### config.mk
export PLATFORM = sky130hd
export DESIGN_NAME = fetch_seq
export DESIGN_NICKNAME = d
export VERILOG_FILES = /design/src/rtl/fetch_seq_pkg.sv /design/src/rtl/fetch_seq_npc.sv /design/src/rtl/fetch_seq.sv
export SDC_FILE = /design/constraint.sdc
export NUM_CORES = 1
export LEC_CHECK = 0
export BUFFER_PORTS_ARGS = -buffer_cell sky130_fd_sc_hd__buf_2
export CAP_MARGIN = 20
export CORE_UTILIZATION = 49
export CTS_BUF_LIST = sky130_fd_sc_hd__clkbuf_4
export DETAILED_ROUTE_END_ITERATION = 10
export PLACE_DENSITY = 0.79
export SKIP_CTS_REPAIR_TIMING = 1
export SLEW_MARGIN = 30
export SYNTH_ARGS = -nofsm -noshare
export SYNTH_HDL_FRONTEND = slang
export SYNTH_SLANG_ARGS = --single-unit
### constraint.sdc
create_clock -name clk -period 3.8 [get_ports clk]
set_input_delay 0.38 -clock clk [delete_from_list [all_inputs] [get_ports clk]]
set_output_delay 0.38 -clock clk [all_outputs]
set_load 0.03 [all_outputs]
### src/rtl/fetch_seq_pkg.sv
// Shared definitions for the fetch sequencer: FSM state encoding, default reset PC
// and the branch-offset helper used by the next-PC unit.
package fetch_seq_pkg;

   typedef enum logic [2:0] {
      S_IDLE = 3'd0,
      S_REQ  = 3'd1,
      S_OUT  = 3'd2,
      S_RES  = 3'd3,
      S_HALT = 3'd4
   } state_e;

   localparam logic [31:0] DEFAULT_RESET_PC = 32'h0000_3000;

   // Branch offsets are in words; sign-extend and scale to a byte offset.
   function automatic logic [31:0] sext_word_off(input logic [15:0] imm);
      return {{14{imm[15]}}, imm, 2'b00};
   endfunction

endpackage

### src/rtl/fetch_seq_npc.sv
// Next-PC arithmetic: sequential, PC-relative branch, or pseudo-direct jump.
module fetch_seq_npc
   import fetch_seq_pkg::*;
(
   input  logic [31:0] pc,
   input  logic [15:0] imm16,
   input  logic [25:0] imm26,
   input  logic        branch,
   input  logic        jmp,
   output logic [31:0] npc
);

   logic [31:0] pc_4;

   // Jump takes the region bits from the current PC, not from pc+4.
   always_comb begin
      pc_4 = pc + 32'd4;
      if (jmp) begin
         npc = {pc[31:28], imm26, 2'b00};
      end else if (branch) begin
         npc = pc_4 + sext_word_off(imm16);
      end else begin
         npc = pc_4;
      end
   end

endmodule

### src/rtl/fetch_seq.sv
// Non-speculative fetch sequencer: one imem request in flight, hands the word to decode
// and waits for its branch/jump resolution before advancing the PC.
module fetch_seq
   import fetch_seq_pkg::*;
#(
   parameter logic [31:0] RESET_PC = DEFAULT_RESET_PC,
   parameter int          TIMEOUT  = 16,
   parameter int          CNT_W    = 32
) (
   input  logic             clk,
   input  logic             rst,
   output logic             imem_req,
   output logic [31:0]      imem_addr,
   input  logic             imem_ack,
   input  logic [31:0]      imem_rdata,
   output logic             inst_valid,
   input  logic             inst_ready,
   output logic [31:0]      inst,
   output logic [31:0]      inst_pc,
   input  logic             res_valid,
   input  logic             res_branch,
   input  logic             res_jmp,
   input  logic [15:0]      res_imm16,
   input  logic [25:0]      res_imm26,
   input  logic             res_halt,
   output logic             halted,
   output logic             fetch_err,
   output logic [CNT_W-1:0] retired,
   output logic [2:0]       dbg_state
);

   localparam int TCNT_W = $clog2(TIMEOUT + 1);

   state_e              state_q, state_d;
   logic [31:0]         pc_q, pc_d;
   logic [31:0]         inst_q, inst_d;
   logic [31:0]         inst_pc_q, inst_pc_d;
   logic [CNT_W-1:0]    retired_q, retired_d;
   logic                err_q, err_d;
   logic [TCNT_W-1:0]   tcnt_q, tcnt_d;
   logic                resolve;
   logic [31:0]         npc_w;

   fetch_seq_npc u_npc (
      .pc     (pc_q),
      .imm16  (res_imm16),
      .imm26  (res_imm26),
      .branch (res_branch),
      .jmp    (res_jmp),
      .npc    (npc_w)
   );

   // Handshakes: imem word is taken when imem_req & imem_ack; decode takes inst when
   // inst_valid & inst_ready; res_valid counts only in S_OUT with inst_ready, or in S_RES.
   always_comb begin
      state_d   = state_q;
      pc_d      = pc_q;
      inst_d    = inst_q;
      inst_pc_d = inst_pc_q;
      retired_d = retired_q;
      err_d     = err_q;
      tcnt_d    = tcnt_q;
      resolve   = 1'b0;
      case (state_q)
         S_IDLE: state_d = S_REQ;
         S_REQ: begin
            if (imem_ack) begin
               inst_d    = imem_rdata;
               inst_pc_d = pc_q;
               tcnt_d    = '0;
               state_d   = S_OUT;
            end else if (tcnt_q == TCNT_W'(TIMEOUT - 1)) begin
               err_d   = 1'b1;
               tcnt_d  = '0;
               state_d = S_HALT;
            end else begin
               tcnt_d = tcnt_q + TCNT_W'(1);
            end
         end
         S_OUT: begin
            if (inst_ready) begin
               if (res_valid) resolve = 1'b1;
               else           state_d = S_RES;
            end
         end
         S_RES:   if (res_valid) resolve = 1'b1;
         S_HALT:  state_d = S_HALT;
         default: state_d = S_IDLE;
      endcase
      if (resolve) begin
         pc_d      = npc_w;
         retired_d = retired_q + CNT_W'(1);
         state_d   = res_halt ? S_HALT : S_REQ;
      end
   end

   always_ff @(posedge clk) begin
      if (rst) begin
         state_q   <= S_IDLE;
         pc_q      <= RESET_PC;
         inst_q    <= '0;
         inst_pc_q <= '0;
         retired_q <= '0;
         err_q     <= 1'b0;
         tcnt_q    <= '0;
      end else begin
         state_q   <= state_d;
         pc_q      <= pc_d;
         inst_q    <= inst_d;
         inst_pc_q <= inst_pc_d;
         retired_q <= retired_d;
         err_q     <= err_d;
         tcnt_q    <= tcnt_d;
      end
   end

   assign imem_req   = (state_q == S_REQ);
   assign imem_addr  = pc_q;
   assign inst_valid = (state_q == S_OUT);
   assign inst       = inst_q;
   assign inst_pc    = inst_pc_q;
   assign halted     = (state_q == S_HALT);
   assign fetch_err  = err_q;
   assign retired    = retired_q;
   assign dbg_state  = state_q;

endmodule

==> results.toml <==
[global_route]
grt_usage = 0.271
grt_pass1_wl_um = 35100
grt_antenna_before_repair = 2
grt_overflow = 0
grt_pass1_vias = 7269
grt_max_degree = 77

[pwr]
powerDensity_nw_per_um2 = 410
leakage_uw = 0.00427
vdd_ir_drop_max_mv = 0.372

[synth]
synth.area.top_cells = "dfxtp_1 34%, nand2_1 9.4%, a21oi_1 7.6%"
yosysSeqAreaShare = 0.345
synth-seq-cells = 133
synth_area_per_cell_sq_um = 7.78
synth-edff-count = 0
synthCells = 993
synth.largest_area_cell = "dfxtp_1"
yosysTopAreaCellShare = 0.345
synth_cell_types = 76
synth_warnings = 0
synth_area_sq_um = 7720
synth_top_flop_cell = "dfxtp_1"
synthArstFlopShare = 0

[setup_path]
crit_path_end_kind = "flip-flop"
path_max_fanout = 6
worstPathArrival_ns = 4.09
crit_path_start_kind = "flip-flop"
path_class = "reg -> reg"
crit_required_ns = 4.25

[clock_network]
cts_sinks = 133
path_clk_slew_ns = 0.12
numCtsBuffers = 17
cts_tree = "yes"
cts.htree.levels = 4
root_buffer = "clkbuf_4"
clockBufferDepth = 2
insertion_delay_ns = 0.54

[drt]
wl_per_cell_um = 15.6
vias = 7966
drt_iter0_markers = 600
drc = 0
drt_wl_total_um = 22200
via_per_inst = 5.58
antenna_left = 0
first_pass_iters = 5

[floorplan]
rows = 45
dieHeight_um = 128
die_w_um = 128
io_pins = 217
core_area_sq_um = 15300
initial_core_util = 0.504
die_area_sq_um = 16300

[final_layout]
fin_nets = 1321
fill_cells = 1475
multi_input_comb_area_sq_um = 4880
seq_area_sq_um = 2670
areaGrowthSynthToFinish_pct = 21.8
drive_gt1_frac = 0.252
final_util = 0.614

[timing]
finalSetupTns_ns = 0
maxSlewHeadroom = 0.346
finalMaxSlewViolations = 0
hold_viol = 0
finalCritPeriodShare = 0.959
fmax_mhz = 274
skew_ns = 0.0222
setup_viol = 0
fin_crit_ns = 3.64
worstMarginPinSlew_ns = 0.977

[placement]
port_buffers = 212
gp_congestion = 0.986
hpwl_um = 16300

[outcome]
outcome = "complete, no violations"

[flow_run]
maxCapViolCount = 0

[worst_hold_path]
holdCritPathClass = "in -> reg"
[layout by cell type (no fill, tap or decap), types with 13 or more instances in the layout]
| cell | count |
|---|---|
| and3_1 | 18 |
| xor2_1 | 37 |
| nor2_1 | 83 |
| a21oi_1 | 117 |
| and2_1 | 15 |
| dfxtp_1 | 130 |
| a211oi_1 | 13 |
| nand2_1 | 193 |
| nand4_1 | 15 |
| clkbuf_4 | 18 |
| ha_1 | 35 |
| a21o_1 | 18 |
| nand3_1 | 26 |
| xnor2_1 | 29 |
| buf_2 | 211 |
| o21ai_0 | 33 |
| buf_4 | 29 |
| inv_1 | 13 |
[routing by layer]
| layer | global-route usage | share of wire |
|---|---|---|
| met5 | 0 | 0 |
| met4 | 0.103 | 0.024 |
| met2 | 0.448 | 0.48 |
| met1 | 0.335 | 0.42 |
| met3 | 0.0766 | 0.075 |
[state kept, by name (all words and copies together) (netlist names)]
register and cells:
imem_addr 30, tcnt_q 5, retired 32, fetch_err 1, inst 32, inst_pc 30
dbg_state 3
[worst paths after layout]
path                                      end    startpoint  depth (start not counted)  slack [ns]
worst max-delay path            imem_addr[24]  imem_addr[3]                         14        0.16
worst min-delay path             dbg_state[0]      res_halt                          2        0.06
worst min register to register    inst_pc[16]   inst_pc[16]                          2        0.46
worst max register to register  imem_addr[24]  imem_addr[3]                         14        0.16
[cell type report]
| cell class | count | share of cell area |
|---|---|---|
| antenna | 1 | 0.000266 |
| clock buffer | 18 | 0.0144 |
| clock inverter | 14 | 0.0134 |
| inverter | 13 | 0.00519 |
| multi-input combinational | 797 | 0.519 |
| sequential | 133 | 0.284 |
| tap | 211 | 0.0281 |
| timing repair buffer | 240 | 0.135 |
[worst max-delay path, stage by stage (launching register included)]
cell     delay [ns]
dfxtp_4        0.38
ha_2           0.18
and2_1         0.14
nand4_1        0.20
nor2_2         0.20
and3_1         0.19
xor2_1         0.20
ha_1           0.33
and3_4         0.19
a221o_1        0.33
a21oi_4        0.19
a21oi_1        0.10
or3_1          0.31
a311o_1        0.35
a32o_1         0.25
[synthesized netlist by cell type, drive strengths merged (4+ instances only)]
cell      n
dfxtp   133
o21bai    6
nand2b    6
mux2i     7
a311oi    6
a31oi     6
o21ai    36
o31ai     4
and4      8
nor3     11
and3     20
nand3b    5
nor2     86
ha       36
inv      13
clkbuf   47
buf       6
a21o     19
nand2   194
nand3    26
a21oi   119
nand4    16
xor2     38
o211ai   10
nor4      4
a211oi   16
a211o     5
or3       7
xnor2    31
and2     15
[stage by stage]
stage	std cells	cell area, sq um	hold WS (ns)	setup WS [ns]	power [uW]
after floorplan	996	7740	0.452	0.00181	2580
after global placement	1391	9040	0.438	0.194	2950
after detailed placement	1391	9050	0.443	0.0957	2970
after CTS	1423	9310	0.0193	0.0732	3860
after global routing	1427	9400	0.00833	-0.0743	4080
final	1427	9400	0.0553	0.156	3860
[report_power, final]
part / total [uW] / switching, uW / internal [uW] / leakage (uW)
clock network: 891 / 553 / 337 / 0.000145
logic: 1360 / 911 / 453 / 0.00305
registers: 1600 / 99.1 / 1500 / 0.00108
total: 3860 / 1560 / 2300 / 0.00427
[logic make-up (layout without fill, tap and decap cells)]
logic type | count (synthesis) | in the layout | share of synthesized area
compound gates | 265 | 265 | 0.220
xor+xnor | 69 | 69 | 0.0792
flops | 133 | 133 | 0.345
fa+ha+maj | 37 | 37 | 0.0609
buf+inv | 66 | 285 | 0.0343
mux | 9 | 9 | 0.0120
simple gates | 413 | 413 | 0.248
other cells | 1 | 5 | 0.000486
Power figures use the tool's default switching activity.
